<file path="src/rtl/integer_to_float.sv">
// Three-stage signed int32 -> IEEE-754 single converter with valid/ready handshake.
// Optional rounding-mode port enabled by defining I2F_ROUND_MODE_EN (default: RNE only).
module integer_to_float (
    input  logic        i_clk,
    input  logic        i_rst,
    input  logic        i_flush,
    input  logic        i_in_valid,
    output logic        o_in_ready,
    input  logic [31:0] i_a,
`ifdef I2F_ROUND_MODE_EN
    input  logic [1:0]  i_rm,
`endif
    output logic        o_out_valid,
    input  logic        i_out_ready,
    output logic [31:0] o_d,
    output logic        o_p_lost
);

    logic        r_v1, r_v2, r_v3;
    logic        r_sign1, r_sign2;
    logic [31:0] r_mag1;
    logic [1:0]  r_rm1, r_rm2;
    logic [30:0] r_m2;
    logic [7:0]  r_exp2;
    logic        r_zero2;
    logic [31:0] r_d;
    logic        r_p_lost;

    logic        w_adv1, w_adv2, w_adv3;
    logic        w_sign;
    logic [31:0] w_mag;
    logic [1:0]  w_rm;
    logic [4:0]  w_lz;
    logic        w_found;
    logic [31:0] w_m;
    logic [7:0]  w_exp;
    logic        w_g, w_s, w_inexact, w_up;
    logic [30:0] w_sum;

    assign w_adv3      = i_out_ready | ~r_v3;
    assign w_adv2      = w_adv3 | ~r_v2;
    assign w_adv1      = w_adv2 | ~r_v1;
    assign o_in_ready  = ~i_rst & w_adv1;
    assign o_out_valid = r_v3;
    assign o_d         = r_d;
    assign o_p_lost    = r_p_lost;

`ifdef I2F_ROUND_MODE_EN
    assign w_rm = i_rm;
`else
    assign w_rm = 2'b00;
`endif

    // S1: sign and magnitude; 0x80000000 maps onto itself as an unsigned magnitude
    assign w_sign = i_a[31];
    assign w_mag  = w_sign ? (~i_a + 32'd1) : i_a;

    // S2: leading-zero count and normalize
    always_comb begin
        w_lz    = 5'd0;
        w_found = 1'b0;
        for (int i = 31; i >= 0; i--) begin
            if (!w_found) begin
                if (r_mag1[i]) w_found = 1'b1;
                else           w_lz    = w_lz + 5'd1;
            end
        end
    end

    assign w_m   = r_mag1 << w_lz;
    assign w_exp = 8'd158 - {3'd0, w_lz};

    // S3: round; a carry out of the fraction increments the exponent through the sum
    assign w_g       = r_m2[7];
    assign w_s       = |r_m2[6:0];
    assign w_inexact = w_g | w_s;

    always_comb begin
        w_up = 1'b0;
        case (r_rm2)
            2'b00:   w_up = w_g & (w_s | r_m2[8]);
            2'b01:   w_up = 1'b0;
            2'b10:   w_up = r_sign2 & w_inexact;
            default: w_up = ~r_sign2 & w_inexact;
        endcase
    end

    assign w_sum = {r_exp2, r_m2[30:8]} + {30'd0, w_up};

    always_ff @(posedge i_clk) begin
        if (i_rst) begin
            r_v1     <= 1'b0;
            r_v2     <= 1'b0;
            r_v3     <= 1'b0;
            r_d      <= 32'd0;
            r_p_lost <= 1'b0;
        end else if (i_flush) begin
            r_v1 <= 1'b0;
            r_v2 <= 1'b0;
            r_v3 <= 1'b0;
        end else begin
            if (w_adv1) r_v1 <= i_in_valid;
            if (w_adv2) r_v2 <= r_v1;
            if (w_adv3) r_v3 <= r_v2;
            if (w_adv3 && r_v2) begin
                r_d      <= r_zero2 ? 32'd0 : {r_sign2, w_sum};
                r_p_lost <= r_zero2 ? 1'b0 : w_inexact;
            end
        end
    end

    // Datapath registers need no reset; the valid bits qualify them
    always_ff @(posedge i_clk) begin
        if (w_adv1 && i_in_valid) begin
            r_sign1 <= w_sign;
            r_mag1  <= w_mag;
            r_rm1   <= w_rm;
        end
        if (w_adv2 && r_v1) begin
            r_sign2 <= r_sign1;
            r_m2    <= w_m[30:0];
            r_exp2  <= w_exp;
            r_zero2 <= ~w_m[31];
            r_rm2   <= r_rm1;
        end
    end

endmodule
</file>
<file path="config.mk">
export PLATFORM = sky130hd
export DESIGN_NAME = integer_to_float
export DESIGN_NICKNAME = d
export VERILOG_FILES = /design/src/rtl/integer_to_float.sv
export SDC_FILE = /design/constraint.sdc
export NUM_CORES = 1
export LEC_CHECK = 0
export ABC_AREA = 1
export CORE_MARGIN = 4
export CORE_UTILIZATION = 40
export CTS_CLUSTER_DIAMETER = 40
export DETAILED_ROUTE_END_ITERATION = 12
export PLACE_DENSITY_LB_ADDON = 0.05
export SYNTH_ARGS = -nofsm -noshare
export SYNTH_HDL_FRONTEND = slang
export SYNTH_SLANG_ARGS = --single-unit
</file>
<file path="constraint.sdc">
create_clock -name i_clk -period 13.7 [get_ports i_clk]
set_clock_uncertainty 0.2 [all_clocks]
set_input_delay 2.055 -clock i_clk [delete_from_list [all_inputs] [get_ports i_clk]]
set_output_delay 2.055 -clock i_clk [all_outputs]
set_load 0.05 [all_outputs]
</file>
==> results of run 1 <==
[state kept, by name, summed over array words and instances, names as in the netlist]
name and flops:
r_zero2 1, r_v1 1, o_p_lost 1, o_d 32, r_v2 1, r_sign2 1
r_mag1 32, o_out_valid 1, r_exp2 8, r_sign1 1, r_m2 31
[final timing paths]
path | from | endpoint | slack (ns) | depth (start not counted)
setup / recovery | r_mag1[29] | r_m2[19] | 0.93 | 98
hold / removal | r_sign1 | r_sign2 | 0.22 | 0
hold reg to reg | r_sign1 | r_sign2 | 0.22 | 0
setup reg to reg | r_mag1[29] | r_m2[19] | 0.93 | 98
[cells in the final DEF (no fill, tap or decap), types with 26 or more instances in the layout]
master / synthesis / final
inv_1: 192 / 190
edfxtp_1: 74 / 74
o21ai_0: 54 / 41
nor2_1: 139 / 139
clkdlybuf4s50_1: 0 / 71
nand2_1: 405 / 389
ha_1: 32 / 28
dfxtp_1: 36 / 36
a21oi_1: 89 / 85
xor2_1: 28 / 27
buf_4: 15 / 26
o21ai_1: 22 / 27
nand3_1: 179 / 170
[metal layers]
| metal | track usage | wire length (um) |
|---|---|---|
| met5 | 0 | 0 |
| met4 | 0.0465 | 426 |
| met3 | 0.0215 | 743 |
| met2 | 0.292 | 11200 |
| met1 | 0.247 | 11900 |
[cell type report]
type	instances	share of cell area
clock inverters	6	0.00545
flip-flops and latches	110	0.256
multi-input cells	1108	0.515
well taps	324	0.0353
repair buffers	106	0.0925
inverters	221	0.0754
clock buffers	10	0.0200
[timing repair]
item,in CTS,in global routing
resized for setup,3,65
hold buffers,0,0
cloned,1,4
setup endpoints to repair,24,39
pin swaps,1,41
buffers inserted,1,13
[cell families after synthesis]
logic type | count (synthesis)
AOI/OAI and AO/OA | 190
buffers and inverters | 266
adders and majority gates | 32
DFF | 110
muxes | 1
xor gates and xnor gates | 52
and+or+nand+nor | 832
[critical path, delay by kind of cell, from the launching register on]
family                     cells  cell delay, ns
and+or+nand+nor               47            4.13
DFF                            1            0.48
adders and majority gates     15            4.10
AOI/OAI and AO/OA             19            2.18
buffers and inverters         15            1.15
xor gates and xnor gates       2            0.21
[power groups by stage]
stage | sequential, mW | combinational [mW] | clock, mW
after global routing | 0.391 | 0.279 | 0.296
after CTS | 0.389 | 0.222 | 0.285
final | 0.389 | 0.247 | 0.276
after detailed placement | 0.397 | 0.220 | 0
after floorplan | 0.395 | 0.162 | 0
after global placement | 0.397 | 0.220 | 0
[stage by stage]
stage	utilization	total power, mW	setup WS [ns]	hold slack (ns)	area, um^2
finish	0.473	0.911	0.934	0.224	11500
global route	0.473	0.966	-0.0992	0.229	11500
CTS	0.456	0.896	0.0447	0.229	11100
detailed placement	0.443	0.616	-0.0557	0.209	10800
global placement	0.443	0.617	0.184	0.209	10800
floorplan	-	0.556	1.18	0.200	9830
==> impl_metrics.csv, run 1 <==
group,metric,value,unit
clock_tree,h-tree-depth,3,
setup_path,cp_max_fo,6,
yosys,ys_top_cells_by_area,"edfxtp_1 23%, nand2_1 15%, nand3_1 9.1%",
setup_path,slowest_stage,"edfxtp_1",
clock_tree,clk_pin_slew,0.09,ns
finish,num_antenna_cells,0,
placement,gp_congestion,0.851,
yosys,synthMuxAreaShare,0.00102,
timing,hold_viol,0,
yosys,yosys.area_share.simple,0.386,
placement,dp_cells,1850,
pwr,netSwitchingPower,0.311,mW
floorplanning,initial_utilization,0.405,
detailed_routing,first_pass_iters,5,
floorplanning,dieArea,27100,um^2
setup_path,setup.worst_path.start_class,"flip-flop",
finish,instances_no_fill,1885,
floorplanning,die_w,165,um
pwr,pwr-share-comb,0.271,
setup_path,cpMostUsedCell,"nand2_1",
clock_tree,cts_buffer_depth,2,
timing,post-route-period-util,0.932,
timing,setup_violations,0,
run_status,status,"complete, no violations",
pwr,pwr-share-clk,0.302,
detailed_routing,antenna_left,0,
yosys,synth-xor-area-share,0.0463,
detailed_routing,wl_per_cell,12.9,um
global_routing,track_usage,0.177,
floorplanning,chipHeight,165,um
clock_tree,root_buffer,"clkbuf_16",
detailed_routing,route.vias.total,9277,
yosys,yosys-top-cells-count,"405 x nand2_1, 192 x inv_1, 179 x nand3_1, 139 x nor2_1, 89 x a21oi_1",
run,maxCapViolCount,0,
yosys,synth_top_area_cell,"edfxtp_1",
finish,multi_input_area,5910,um^2
yosys,synth.cell_area,9830,um^2
floorplanning,core_area,24200,um^2
clock_tree,cts_buffers,9,
detailed_routing,wirelength,24300,um
placement,io_buffers,71,
timing,slew_violations,0,
global_routing,grt_pass1_wl,39500,um
timing,max-slew-margin-rel,0.423,
setup_path,arrival,12.66,ns
yosys,synth_fa_ha_area_frac,0.0407,
yosys,synth_edf_count,74,
yosys,syn-instance-count,1483,
finish,nets,1625,
min_path,holdCritPathClass,"flip-flop to flip-flop",
finish,drive_gt1_frac,0.115,
yosys,synth_top_area_share,0.226,
yosys,post-synth-top-count-cell,"nand2_1",
finish,fillers,2559,
yosys,synthArstFlopShare,0,
finish,seq_area,2940,um^2
placement,hpwlAfterDp,18900,um
timing,fmax,0.0783,GHz
detailed_routing,drc,0,
yosys,synth_cell_types,52,
pwr,p_int,0.601,mW
pwr,power-per-cell-area,79.4,nW/um^2
floorplanning,rows,57,
yosys,synth.avg_cell_area,6.63,um^2
timing,fin_crit,12.77,ns
finish,areaGrowthSynthToFinish,16.7,%
yosys,synth_top_family_by_area,"simple AND/OR/NAND/NOR gates",
pwr,ir_drop,48.3,uV
clock_tree,clk_latency,0.37,ns
yosys,synth_compound_area_frac,0.104,
pwr,power_frac_seq,0.427,
pwr,sw_frac_of_total,0.341,
pwr,p_leak,5.11,nW
clock_tree,cts_tree,"done",
global_routing,overflow,0,
timing,fin_tns_setup,0,ns
global_routing,grt_antenna_before_repair,0,
global_routing,grt_max_degree,44,
detailed_routing,drt_iter0_drc,503,
yosys,seq_area_frac_synth,0.299,
detailed_routing,via_per_inst,4.92,
setup_path,critical_path_class,"flip-flop to flip-flop",
setup_path,critPathMaxStageDelay,0.48,ns
timing,tightestPinTransition,0.863,ns
clock_tree,cts.sinks,110,
floorplanning,ioPinCount,72,
yosys,synth.net_count,1552,
yosys,ys_warn_count,0,
setup_path,endpoint_kind,"flip-flop",
yosys,synth-seq-cells,110,
setup_path,required,13.59,ns
global_routing,grt_pass1_vias,8294,
yosys,synthFlopType,"edfxtp_1",
(Power assumes the default switching activity.)
==> run 2, diff against run 1 <==
SETUP_SLACK_MARGIN = 0.5   (was not set)
SKIP_CTS_REPAIR_TIMING = 1   (was not set)
SKIP_LAST_GASP = 1   (was not set)
==> impl_metrics.csv, run 2 (synthesized netlist as in run 1, its figures left out) <==
group,metric,value,unit
timing,slew_violations,0,
finish,nets,1633,
setup_path,endpoint_kind,"flip-flop",
timing,fin_crit,12.44,ns
clock_tree,cts_buffers,9,
timing,max-slew-margin-rel,0.416,
global_routing,grt_antenna_before_repair,0,
timing,hold_viol,0,
detailed_routing,antenna_left,0,
min_path,holdCritPathClass,"flip-flop to flip-flop",
setup_path,cpMostUsedCell,"nand2_1",
detailed_routing,drc,0,
setup_path,reg2reg_to,"r_m2[26]",
floorplanning,ioPinCount,72,
clock_tree,h-tree-depth,3,
setup_path,r2r_slack,1.26,ns
floorplanning,dieArea,27100,um^2
floorplanning,chipHeight,165,um
floorplanning,rows,57,
detailed_routing,first_pass_iters,5,
finish,final_cell_mix,"365 x nand2_1, 187 x inv_1, 149 x nand3_1, 134 x nor2_1, 84 x a21oi_1",
run_status,status,"complete, no violations",
setup_path,arrival,12.37,ns
finish,num_antenna_cells,0,
global_routing,overflow,0,
setup_path,worst-r2r-cell-count,98,
clock_tree,cts_buffer_depth,2,
timing,setup_violations,0,
placement,gp_congestion,0.851,
setup_path,required,13.63,ns
setup_path,slowest_stage,"edfxtp_1",
timing,tightestPinTransition,0.874,ns
floorplanning,die_w,165,um
detailed_routing,route.vias.total,9393,
timing,grt_setup_unrepaired,"no",
setup_path,cp_max_fo,5,
timing,fmax,0.0804,GHz
placement,hpwlAfterDp,18900,um
setup_path,crit_buf_inv,16,
detailed_routing,wl_per_cell,13.2,um
clock_tree,cts_tree,"done",
min_path,hold_depth,0,
clock_tree,root_buffer,"clkbuf_16",
timing,whs,0.224,ns
clock_tree,clk_pin_slew,0.09,ns
setup_path,critical_path_class,"flip-flop to flip-flop",
detailed_routing,drt_iter0_drc,547,
finish,mostFrequentLayoutCell,"nand2_1",
setup_path,r2r-start,"r_mag1[29]",
clock_tree,cts.sinks,110,
global_routing,grt_pass1_wl,39400,um
pwr,ir_drop,47.7,uV
pwr,p_leak,5.24,nW
setup_path,crit_family,"simple AND/OR/NAND/NOR gates",
detailed_routing,via_per_inst,4.96,
timing,post-route-period-util,0.908,
global_routing,grt_pass1_vias,8268,
floorplanning,core_area,24200,um^2
finish,areaGrowthSynthToFinish,20.7,%
placement,io_buffers,71,
pwr,finalPower,0.935,mW
setup_path,setup.worst_path.start_class,"flip-flop",
detailed_routing,wirelength,25100,um
clock_tree,clk_latency,0.37,ns
pwr,power-per-cell-area,78.8,nW/um^2
setup_path,critPathMaxStageDelay,0.48,ns
min_path,hold_end,"r_sign2",
global_routing,grt_max_degree,44,
finish,drive_gt1_frac,0.161,
global_routing,track_usage,0.177,
run,maxCapViolCount,0,
min_path,min-delay-start,"r_sign1",
floorplanning,initial_utilization,0.405,
-- run 2: worst max path at each step --
| stage | start | to | slack, ns | cells after the start |
|---|---|---|---|---|
| floorplan | r_mag1[29] | r_exp2[4] | 1.18 | 97 |
| global placement | r_mag1[29] | r_zero2 | 0.18 | 99 |
| detailed placement | r_mag1[29] | r_m2[27] | -0.06 | 99 |
| CTS | r_mag1[29] | r_m2[27] | -0.14 | 99 |
| global route | r_mag1[29] | r_m2[18] | 0.25 | 102 |
| finish | r_mag1[29] | r_m2[26] | 1.26 | 98 |
-- run 2: metrics by stage --
| step | setup TNS [ns] | setup WS [ns] | instances | util | area, um^2 |
|---|---|---|---|---|---|
| 6_report | 0 | 1.26 | 1893 | 0.489 | 11900 |
| 3_5_place_dp | -0.292 | -0.0557 | 1850 | 0.443 | 10800 |
| 3_3_place_gp | 0 | 0.184 | 1850 | 0.443 | 10800 |
| 2_1_floorplan | 0 | 1.18 | 1483 | - | 9830 |
| 5_1_grt | 0 | 0.253 | 1893 | 0.489 | 11900 |
| 4_1_cts | -2.06 | -0.142 | 1866 | 0.456 | 11000 |
-- run 2: power by group --
group	total, mW	internal [mW]	switching [mW]
logic	0.270	0.108	0.163
registers	0.389	0.375	0.0141
clock network	0.275	0.129	0.146
total	0.935	0.612	0.322
-- run 2: metal layers --
| layer | routed length, um | GRT usage | share of wire |
|---|---|---|---|
| met5 | 0 | 0 | 0 |
| met1 | 12100 | 0.247 | 0.48 |
| met2 | 11700 | 0.291 | 0.47 |
| met4 | 498 | 0.0461 | 0.020 |
| met3 | 778 | 0.0212 | 0.031 |
-- run 2: cell type report --
| cell class | instances | area (um^2) |
|---|---|---|
| repair buffers | 114 | 1160 |
| inverters | 221 | 865 |
| clock inverters | 6 | 62.6 |
| clock buffers | 10 | 229 |
| multi-input cells | 1108 | 6200 |
| well taps | 324 | 405 |
| fillers | 2535 | 12400 |
| flip-flops and latches | 110 | 2940 |
